### src/rtl/ps_pcstck.sv
// ps_pcstck: return-PC stack with one-cycle delayed push/pop, ureg overwrite of the top and sticky flags.
// Optional macro PS_PCSTCK_BYPASS_EN forwards ps_wrt_dt onto ps_top in the cycle of the write.
module ps_pcstck #(
    parameter int DEPTH = 4,
    parameter int AW    = 16,
    parameter int PW    = $clog2(DEPTH + 1)
) (
    input  logic          clk,
    input  logic          rst,
    input  logic          ps_push,
    input  logic          ps_pop,
    input  logic [AW-1:0] ps_push_dt,
    input  logic          ps_wrt_en,
    input  logic [AW-1:0] ps_wrt_dt,
    input  logic          ps_clr_stcky,
    output logic [AW-1:0] ps_top,
    output logic [PW-1:0] ps_pntr,
    output logic [3:0]    ps_stcky
);

    localparam int IW = (DEPTH > 1) ? $clog2(DEPTH) : 1;
    localparam logic [PW-1:0] FULL = PW'(DEPTH);
    localparam logic [PW-1:0] ONE  = PW'(1);

    logic [AW-1:0] entries [DEPTH];
    logic [PW-1:0] count;
    logic          push_d;
    logic          pop_d;
    logic [AW-1:0] data_d;
    logic          ovf;
    logic          unf;

    logic          empty;
    logic          full;
    logic          do_push;
    logic          do_repl;
    logic          do_pop;
    logic          do_wrt;
    logic          set_ovf;
    logic          set_unf;
    logic [IW-1:0] wr_idx;
    logic [IW-1:0] top_idx;

    // Push+pop on a non-empty stack is a top replace; on an empty stack it degrades to a push.
    always_comb begin
        empty   = (count == '0);
        full    = (count == FULL);
        wr_idx  = IW'(count);
        top_idx = IW'(count - ONE);
        do_push = push_d && (!pop_d || empty) && !full;
        set_ovf = push_d && !pop_d && full;
        do_repl = push_d && pop_d && !empty;
        do_pop  = pop_d && !push_d && !empty;
        set_unf = pop_d && !push_d && empty;
        do_wrt  = ps_wrt_en && !empty && !push_d && !pop_d;
    end

    always_ff @(posedge clk or negedge rst) begin
        if (!rst) begin
            push_d <= 1'b0;
            pop_d  <= 1'b0;
            data_d <= '0;
            count  <= '0;
            ovf    <= 1'b0;
            unf    <= 1'b0;
            for (int unsigned i = 0; i < DEPTH; i++) begin
                entries[IW'(i)] <= '0;
            end
        end else begin
            push_d <= ps_push;
            pop_d  <= ps_pop;
            data_d <= ps_push_dt;
            if (do_push) begin
                entries[wr_idx] <= data_d;
                count           <= count + ONE;
            end else if (do_repl) begin
                entries[top_idx] <= data_d;
            end else if (do_pop) begin
                count <= count - ONE;
            end else if (do_wrt) begin
                entries[top_idx] <= ps_wrt_dt;
            end
            ovf <= set_ovf | (ovf & ~ps_clr_stcky);
            unf <= set_unf | (unf & ~ps_clr_stcky);
        end
    end

    always_comb begin
        ps_top = empty ? '0 : entries[top_idx];
`ifdef PS_PCSTCK_BYPASS_EN
        if (do_wrt) ps_top = ps_wrt_dt;
`endif
    end

    assign ps_pntr  = count;
    assign ps_stcky = {unf, ovf, full, empty};

endmodule

### config.mk
export PLATFORM = sky130hd
export DESIGN_NAME = ps_pcstck
export DESIGN_NICKNAME = d
export VERILOG_FILES = /design/src/rtl/ps_pcstck.sv
export SDC_FILE = /design/constraint.sdc
export NUM_CORES = 1
export LEC_CHECK = 0
export CAP_MARGIN = 20
export CORE_MARGIN = 2
export CORE_UTILIZATION = 64
export DETAILED_ROUTE_END_ITERATION = 8
export DONT_BUFFER_PORTS = 1
export GPL_TIMING_DRIVEN = 0
export PLACE_DENSITY = 0.88
export SYNTH_ARGS = -nofsm -noshare
export SYNTH_HDL_FRONTEND = slang
export SYNTH_SLANG_ARGS = --single-unit
### constraint.sdc
create_clock -name clk -period 3.2 [get_ports clk]
set_input_delay 0.16 -clock clk [delete_from_list [all_inputs] [get_ports clk]]
set_output_delay 0.16 -clock clk [all_outputs]
set_load 0.01 [all_outputs]
==> results by group, run 1 <==
Run status
  • Outcome: completed

Synthesis
  • Synth top area cells: dfrtp_1 (46%), mux4_2 (7.7%), a2bb2oi_1 (6.0%)
  • Synth Register Bits: between 80 and 90
  • Xor-xnor portion of the synthesized cell area: 0.372%
  • Largest family of logic cells by synthesized area: compound AO/OA/AOI/OAI gates
  • Number of synthesized flops with an enable pin: 0
  • Unique masters post-synth: 39
  • Most used DFF post-synth: dfrtp_1
  • Mean area per synthesized cell: between 10 and 15 um2
  • Syn_nets: 460
  • Adder-cell share of the synthesized area: 1.60%
  • Mux cell area share after synthesis: approximately 15%
  • Synthesized area: 0.00470 mm2
  • Synth Area in Compound Gates: between 20% and 30%
  • Seq/Total Area, Yosys: between 40% and 50%
  • Post-synth top cells: dfrtp_1 (87), a22oi_1 (32), a2bb2oi_1 (32), o2bb2ai_1 (32), a21oi_1 (24)
  • Share of the synthesized area in the top cell type: between 40% and 50%
  • Simple-Gate Fraction of Synth Area: roughly 7.3%
  • Most frequent cell after synthesis: dfrtp_1
  • Yosys top cell by area: dfrtp_1
  • Asr flop ratio synth: 100%
  • Synth Warn #: 0
  • Post-Syn Instances: 416

Critical path
  • Reg-to-Reg End: entries[56]$_DFFE_PN0P_
  • Worst-path fanout max: 10
  • Worst reg2reg setup slack: 0.16 ns
  • RR Startpoint: ps_pntr[0]$_DFFE_PN0P_
  • CP Cell Sequence: buf_4, buf_6, inv_1, ha_2, buf_4, nand2b_1, clkbuf_2, nor2_2, clkbuf_1, a2bb2oi_1, a21oi_1
  • CP endpoint: entries[56]$_DFFE_PN0P_
  • Worst reg2reg path depth: 11
  • Crit path DAT: approximately 3.4 ns
  • Delay-heaviest family, CP: buffers and inverters
  • Crit path from: ps_pntr[0]$_DFFE_PN0P_
  • CP required: approximately 3.5 ns
  • Levels on crit path: 11
  • Critical Path End Type: register
  • Critical path's largest stage delay: ~0.55 ns
  • CP startpoint kind: register
  • Worst Setup Path Type: register to register
  • Buf/Inv on CP: 6
  • Slowest stage cell, crit path: clkbuf_1
  • Critical Path Most Common Cell: buf_4

STA
  • Fin. Hold Viols: 0
  • Final number of setup-violating endpoints: 0
  • Final Cycle Share: a little over nine tenths
  • Rel. slew slack: about 54%
  • RSZ-0062 raised after global routing: false
  • Minimum clock period: 3.04 ns
  • Skew final: about 0.013 ns
  • Fmax: about 330 MHz
  • Max-slew violations: 0
  • Worst Tran Pin Value: just under 0.7 ns

Place
  • I/O Buffers: 0
  • Final GP Congestion: roughly 0.91
  • Dpl cell area: a little under 0.005 mm2
  • HPWL Detailed: 8140 um

Clock network
  • Number of clock sinks: just under 90
  • Clk Latency, worst-skew pair: 0.38 ns
  • CTS tree: built
  • CTS max path bufs: 2
  • Clock root cell: clkbuf_8
  • H-tree lvl count: 3
  • CTS buffer count: 9
  • CTS clk-pin slew, worst paths: ~0.10 ns

Global routing
  • Largest net degree at the start of global routing: 88
  • Initial antenna violation count: 0
  • GRT Residual Overflow: 0
  • First-pass GRT wire length: 20500 um
  • Total Routing Usage GR: 33.0%
  • Vias in the first global route: a little under 4000

Floorplan
  • Die Y: 89.7 um
  • # IOs: 61
  • Core area: roughly 0.0072 mm2
  • FP Rows: 31
  • Die width: between 80 and 90 um
  • DIE AREA: approximately 0.0081 mm2
  • Initial Utilization: between 60% and 70%

Drt
  • Wire per inst: between 20 and 25 um
  • DRT iter0 DRCs: roughly 340
  • Drt drc: 0
  • Drt first pass iters: 5
  • Avg Vias per Cell: slightly below 7
  • Routed WL: roughly 13000 um
  • DRT antenna net count: 0
  • DR vias: ~3800

Layout
  • Area of the multi-input gates: ~0.0023 mm2
  • Storage element area: 0.00218 mm2
  • Fin area: ~0.0053 mm2
  • Number of diodes: 0
  • Final net count: between 400 and 500
  • Final core occ: between 70 and 80%
  • Share of post-route cells with drive strength above 1: 19.9%
  • Area Overhead vs Synth: 12.9%
  • Fillers: 476

Power
  • VDD IR max: around 0.50 mV
  • PD cells: ~1000 mW/mm2
  • Leak: ~2.2 nW

Min path
  • Worst Hold Class: primary input to register

Run
  • Maxcap violations: 0
repair_timing:
item / CTS / global route
cloned: 0 / 0
hold buffers: 21 / 0
hold endpoints to repair: 107 / 0
resized for setup: 12 / 9
endpoints found under the setup margin: 80 / 68
setup buffers: 0 / 0
how the worst min path moves through the flow:
stage / cells after the start / slack [ns] / from / end
after floorplan: 0 / -0.14 / rst / data_d[0]$_DFF_PN0_
after global placement: 0 / -0.13 / rst / unf$_DFF_PN0_
after detailed placement: 0 / -0.13 / rst / ps_pntr[2]$_DFFE_PN0P_
after CTS: 3 / 0.11 / ps_wrt_dt[11] / entries[11]$_DFFE_PN0P_
after global routing: 3 / 0.12 / ps_wrt_dt[3] / entries[3]$_DFFE_PN0P_
final: 3 / 0.12 / ps_wrt_dt[11] / entries[11]$_DFFE_PN0P_
per-stage QoR:
stage	instances	total power, W	setup WS [ns]	setup TNS (ns)	hold slack [ns]
final	551	0.00541	0.160	0	0.119
after global routing	551	0.00571	0.00346	0	0.122
after CTS	551	0.00534	0.0541	0	0.108
after detailed placement	515	0.00443	-0.384	-14.23	-0.134
after global placement	515	0.00432	-0.335	-10.41	-0.134
after floorplan	416	0.00380	0.421	0	-0.136
area by class of cell:
| class | count | share of cell area, % |
|---|---|---|
| Buffer | 36 | 4.08 |
| Clock buffer | 9 | 2.33 |
| Clock inverter | 7 | 1.84 |
| Inverter | 11 | 0.778 |
| Multi-Input combinational cell | 281 | 43.3 |
| Sequential cell | 87 | 41.0 |
| Tap cell | 99 | 2.33 |
| Timing Repair Buffer | 21 | 4.29 |
sequential cells by signal (all words and copies together) (netlist names):
name and flops:
push_d 1, data_d 16, ps_pntr 3, unf 1
pop_d 1, entries 64, ovf 1
worst reg2reg max path: stages, from the launching register on:
cell and delay, ns:
dfrtp_2 0.48, buf_4 0.22, buf_6 0.19, inv_1 0.19, ha_2 0.20, buf_4 0.15
nand2b_1 0.08, clkbuf_2 0.21, nor2_2 0.37, clkbuf_1 0.55, a2bb2oi_1 0.17, a21oi_1 0.18
cells by family after synthesis:
group                    after synthesis
buffers and inverters                 48
XOR/XNOR                               2
flip-flops                            87
multiplexers                          48
AND/OR/NAND/NOR                       68
AO/OA/AOI/OAI                        157
adder cells (fa/ha/maj)                6
layout by cell type (no fill, tap or decap), types with 3 or more instances in the layout:
cell type,synthesis,routed
a21oi_1,24,24
a22oi_1,32,32
a2bb2oi_1,32,32
and2_1,17,17
buf_2,7,5
buf_4,12,12
clkbuf_1,18,7
clkbuf_2,0,9
clkbuf_8,0,9
dfrtp_1,87,86
dlygate4sd3_1,0,20
ha_1,6,5
inv_1,10,10
inv_8,0,3
mux2_2,16,16
mux2i_1,16,16
mux4_2,16,16
nand2_1,19,19
nor2_1,20,18
nor2_2,2,4
o21ai_0,14,14
o21ai_1,11,11
o21bai_1,3,3
o2bb2ai_1,32,32
layer usage:
metal / track usage, % / routed length (um) / vias to the layer above
met5: 0 / 0 / -
met4: 13.1 / 377 / 0
met3: 9.39 / 1410 / 47
met2: 54.4 / 6190 / 257
met1: 41.6 / 4770 / 1895
li1: - / - / 1633
where the power goes:
| part | internal (W) | switching [W] | leakage [nW] |
|---|---|---|---|
| Sequential | 0.00154 | 0.000300 | 1.07 |
| Clock | 0.000388 | 0.000465 | 0.113 |
| Combinational | 0.00124 | 0.00147 | 0.977 |
| Total | 0.00317 | 0.00224 | 2.16 |
Power figures use the tool's default switching activity.
==> inputs of run 2 (changes only) <==
- CORE_UTILIZATION: 64 -> 69
- PLACE_DENSITY: 0.88 -> 0.93
- clock period: 3.2 -> 3.77 ns (I/O delays scaled with it)
==> results by group, run 2 (same netlist as run 1, synthesis figures left out) <==
Run status
  • Outcome: completed

Clock network
  • Post-CTS Setup Bufs: 0
  • CTS max path bufs: 2
  • CTS tree: built
  • CTS buffer count: 9
  • CTS clk-pin slew, worst paths: approximately 0.080 ns
  • Number of clock sinks: slightly below 90
  • Clk Latency, worst-skew pair: roughly 0.38 ns
  • Clock root cell: clkbuf_8
  • H-tree lvl count: 3

Critical path
  • CP startpoint kind: register
  • Crit path DAT: 3.83 ns
  • Slowest stage cell, crit path: a31oi_2
  • Worst-path fanout max: 10
  • Critical path's largest stage delay: around 0.6 ns
  • Worst Setup Path Type: register to register
  • CP Cell Sequence: buf_2, buf_2, inv_1, ha_2, buf_4, nand2b_2, a31oi_2, o21bai_1, buf_4, o2bb2ai_1
  • Critical Path End Type: register
  • CP required: approximately 4 ns

STA
  • RSZ-0062 raised after global routing: false
  • Setup TNS: 0 ns
  • Worst Tran Pin Value: between 0.7 and 0.8 ns
  • Rel. slew slack: slightly above 50%
  • Fmax: about 280 MHz
  • Minimum clock period: around 3.6 ns
  • Skew final: 0.0101 ns
  • Fin. Hold Viols: 0
  • Final number of setup-violating endpoints: 0
  • Max-slew violations: 0
  • Final Cycle Share: a little over nine tenths

Global routing
  • Vias in the first global route: between 3000 and 4000
  • Initial antenna violation count: 0
  • Largest net degree at the start of global routing: 88
  • Total Routing Usage GR: between 30% and 40%
  • First-pass GRT wire length: 20600 um
  • GRT Residual Overflow: 0

Layout
  • Most common cell after layout, fill and taps aside: dfrtp_1
  • Final net count: around 490
  • Area of the multi-input gates: 0.00229 mm2
  • Largest Register: entries
  • Most frequent cells in the layout: dfrtp_1 (87), a2bb2oi_1 (32), a22oi_1 (32), o2bb2ai_1 (32), a21oi_1 (24)
  • Number of diodes: 0
  • Area Overhead vs Synth: 11.4%
  • Largest register FFs: 64
  • Share of post-route cells with drive strength above 1: ~18%
  • Final core occ: 78.4%
  • Fillers: between 300 and 400
  • Storage element area: ~0.0022 mm2

Drt
  • DRT antenna net count: 0
  • Drt drc: 0
  • Wire per inst: approximately 25 um
  • Routed WL: roughly 13000 um
  • DRT iter0 DRCs: roughly 420
  • Drt first pass iters: 6
  • DR vias: between 3000 and 4000
  • Avg Vias per Cell: ~7.3

Floorplan
  • DIE AREA: approximately 0.0075 mm2
  • Die width: roughly 87 um
  • Core area: ~0.0067 mm2
  • # IOs: 61
  • Initial Utilization: 70.4%
  • FP Rows: 30
  • Die Y: 86.6 um

Place
  • Final GP Congestion: approximately 0.90
  • I/O Buffers: 0
  • HPWL Detailed: approximately 8000 um

Power
  • PD cells: between 800 and 900 mW/mm2
  • Leak: about 2.1 nW
  • VDD IR max: just under 0.4 mV

Min path
  • Worst Hold Class: primary input to register

Run
  • Maxcap violations: 0
-- run 2: cell types whose count changed in the layout (fill, tap and decap cells not counted), moves of 2 or more --
cell | before | now
buf_2 | 5 | 7
buf_6 | 2 | 0
clkbuf_1 | 7 | 12
clkbuf_2 | 9 | 5
clkinv_2 | 0 | 2
inv_8 | 3 | 0
nor2_1 | 18 | 20
nor2_2 | 4 | 2
-- run 2: repair_timing --
| action | in CTS | in global routing |
|---|---|---|
| gates cloned | 0 | 0 |
| hold endpoints to repair | 107 | 0 |
| resized for setup | 1 | 9 |
| hold buffers | 21 | 0 |
| setup endpoints to repair | 8 | 37 |
-- run 2: final cells by class --
class	count	share of cell area (%)
multi-input combinational	281	43.8
sequential	87	41.5
timing repair buffer	21	4.35
buffer	36	3.72
clock buffer	10	2.63
tap	80	1.91
clock inverter	6	1.27
inverter	11	0.788
-- run 2: metrics by stage --
step	cells	instance area [um2]	power, W	setup WS, ns	hold slack, ns
final	532	5240	0.00454	0.182	0.148
after global routing	532	5240	0.00478	0.00235	0.176
after CTS	532	5230	0.00447	0.0830	0.138
after detailed placement	496	4800	0.00376	0.140	-0.105
after global placement	496	4800	0.00366	0.186	-0.105
after floorplan	416	4700	0.00322	0.982	-0.107
-- run 2: final timing paths --
path,startpoint,to,slack [ns],depth (start not counted)
setup / recovery,ps_pntr[0]$_DFFE_PN0P_,entries[27]$_DFFE_PN0P_,0.18,10
hold reg to reg,entries[4]$_DFFE_PN0P_,entries[4]$_DFFE_PN0P_,0.49,2
hold / removal,ps_wrt_dt[11],entries[11]$_DFFE_PN0P_,0.15,3
setup reg to reg,ps_pntr[0]$_DFFE_PN0P_,entries[27]$_DFFE_PN0P_,0.18,10
max in group asynchronous,rst,entries[8]$_DFFE_PN0P_,3.01,2
min in group asynchronous,rst,entries[28]$_DFFE_PN0P_,0.43,2
-- run 2: critical path, delay by kind of cell, from the launching register on --
| kind | cells | cell delay, ns |
|---|---|---|
| compound gates | 3 | 1.08 |
| buf+inv | 5 | 1.43 |
| flops | 1 | 0.46 |
| simple gates | 1 | 0.24 |
| fa+ha+maj | 1 | 0.24 |
-- run 2: where the power goes --
group | internal (W) | total [W] | switching (W) | leakage (nW)
Sequential | 0.00131 | 0.00156 | 0.000254 | 1.07
Clock | 0.000328 | 0.000671 | 0.000344 | 0.107
Combinational | 0.00104 | 0.00231 | 0.00128 | 0.959
-- run 2: per-layer routing --
| layer | vias up | part of all wire [%] | track usage (%) |
|---|---|---|---|
| met5 | - | 0 | 0 |
| met4 | 0 | 3.9 | 17.8 |
| met3 | 53 | 11 | 10.4 |
| met2 | 292 | 48 | 60.3 |
| met1 | 1897 | 36 | 47.5 |
| li1 | 1642 | - | - |
==> inputs of run 3 (changes only) <==
- CORE_ASPECT_RATIO: not set -> 0.6
- SKIP_LAST_GASP: not set -> 1
==> results by group, run 3 (same netlist as run 1, synthesis figures left out) <==
Critical path
  • CP startpoint kind: register
  • Worst reg2reg setup slack: 0.19 ns
  • Crit path DAT: 3.83 ns
  • Reg-to-Reg End: entries[8]$_DFFE_PN0P_
  • Critical Path End Type: register
  • CP required: ~4 ns
  • RR Startpoint: ps_pntr[0]$_DFFE_PN0P_
  • Worst-path fanout max: 10
  • Worst Setup Path Type: register to register
  • Worst reg2reg path depth: 11

Global routing
  • First-pass GRT wire length: 20500 um
  • Largest net degree at the start of global routing: just under 90
  • Initial antenna violation count: 0
  • Total Routing Usage GR: 37.4%
  • Vias in the first global route: between 3000 and 4000
  • GRT Residual Overflow: 0

Floorplan
  • Die Y: approximately 68 um
  • Die width: 111 um
  • FP Rows: 23
  • Core area: 0.00665 mm2
  • Initial Utilization: between 70% and 80%
  • # IOs: slightly above 60
  • DIE AREA: between 0.007 and 0.008 mm2

Drt
  • Drt drc: 0
  • DRT iter0 DRCs: 491
  • Avg Vias per Cell: 7.32
  • DRT antenna net count: 0
  • DR vias: between 3000 and 4000
  • Routed WL: 13400 um
  • Wire per inst: between 20 and 25 um
  • Drt first pass iters: 5

Power
  • Leak: roughly 2.2 nW
  • VDD IR max: between 0.7 and 0.8 mV
  • PD cells: 916 mW/mm2
  • Pwr Total: 0.00495 W

STA
  • Rel. slew slack: 50.3%
  • Minimum clock period: 3.58 ns
  • Max-slew violations: 0
  • Final number of setup-violating endpoints: 0
  • Worst Tran Pin Value: between 0.7 and 0.8 ns
  • RSZ-0062 raised after global routing: true
  • Skew final: between 0.005 and 0.006 ns
  • Final Cycle Share: between 90 and 100%
  • Final WS setup: 0.194 ns
  • Fmax: 280 MHz
  • Fin. Hold Viols: 0

Layout
  • Final net count: about 490
  • Fillers: 385
  • Post-Layout Cell Count: roughly 540
  • Area Overhead vs Synth: 14.9%
  • Largest Register: entries
  • Most common cell after layout, fill and taps aside: dfrtp_1
  • Number of diodes: 0
  • Most frequent cells in the layout: dfrtp_1 (87), a2bb2oi_1 (32), a22oi_1 (32), o2bb2ai_1 (32), a21oi_1 (24)
  • Share of post-route cells with drive strength above 1: between 10% and 20%
  • Largest register FFs: 64

Clock network
  • Clock root cell: clkbuf_16
  • CTS clk-pin slew, worst paths: roughly 0.06 ns
  • Number of clock sinks: 87
  • H-tree lvl count: 3
  • Clk Latency, worst-skew pair: between 0.3 and 0.4 ns
  • Post-CTS Setup Bufs: 0
  • CTS buffer count: 9
  • CTS tree: built
  • CTS max path bufs: 2

Place
  • Final GP Congestion: 0.942
  • Post-place setup slack: between 0.15 and 0.2 ns
  • I/O Buffers: 0
  • HPWL Detailed: 8790 um
  • Dpl cells: 503

Run
  • Maxcap violations: 0

Min path
  • Hold_sp: ps_wrt_dt[13]
  • Worst Hold Class: primary input to register
  • Worst Hold End: entries[13]$_DFFE_PN0P_
  • Hold Crit Depth: 3

Run status
  • Outcome: completed
run 3: cell types whose count changed in the layout (fill, tap and decap cells not counted), sizes merged:
cell / before / now
clkbuf: 27 / 28
bufinv: 1 / 3
inv: 13 / 11
clkinv: 3 / 2
run 3: worst max-delay path: stages (launching register included):
cell,delay (ns)
dfrtp_1,0.47
buf_2,0.33
buf_2,0.42
inv_1,0.24
ha_2,0.23
buf_4,0.16
nand2_1,0.17
nand3_2,0.17
nor2_1,0.61
buf_2,0.37
a2bb2oi_1,0.12
o21ai_0,0.19
run 3: repair_timing:
item / in CTS / in global routing
pin swaps: 0 / 0
resized for setup: 1 / 11
hold buffers: 21 / 0
setup endpoints to repair: 8 / 29
hold endpoints to repair: 107 / 0
run 3: through the flow:
stage / hold WS (ns) / util (%) / cell area [um2] / setup TNS [ns]
5_1_grt: 0.212 / 81.3 / 5400 / -0.0349
2_1_floorplan: -0.107 / - / 4700 / 0
6_report: 0.180 / 81.3 / 5400 / 0
3_5_place_dp: -0.105 / 72.4 / 4810 / 0
4_1_cts: 0.179 / 81.2 / 5400 / 0
3_3_place_gp: -0.104 / 72.4 / 4810 / 0
run 3: how the worst max path moves through the flow:
stage / startpoint / end / slack (ns)
after floorplan: ps_pntr[0]$_DFFE_PN0P_ / ps_top[2] / 0.98
after global placement: ps_pntr[0]$_DFFE_PN0P_ / entries[59]$_DFFE_PN0P_ / 0.28
after detailed placement: ps_pntr[0]$_DFFE_PN0P_ / ps_top[3] / 0.17
after CTS: ps_pntr[0]$_DFFE_PN0P_ / ps_top[3] / 0.04
after global routing: ps_pntr[0]$_DFFE_PN0P_ / entries[8]$_DFFE_PN0P_ / -0.03
final: ps_pntr[0]$_DFFE_PN0P_ / entries[8]$_DFFE_PN0P_ / 0.19
run 3: metal layers:
layer	up-vias	wire length, um	global-route usage [%]
li1	1640	-	-
met1	1932	5110	49.6
met2	316	5990	57.8
met3	56	1760	11.6
met4	0	541	17.8
met5	-	0	0
run 3: area by class of cell:
cell class / count / area [um2] / area share [%]
tap: 87 / 109 / 2.01
timing repair buffer: 21 / 228 / 4.21
clock buffer: 11 / 253 / 4.68
clock inverter: 5 / 104 / 1.92
buffer: 36 / 196 / 3.64
inverter: 11 / 41.3 / 0.764
sequential: 87 / 2180 / 40.3
multi-input combinational: 281 / 2290 / 42.5
run 3: report_power, final:
part           internal, W  switching (W)
registers          0.00131       0.000280
clock network     0.000683       0.000363
logic              0.00104        0.00128
total              0.00303        0.00192
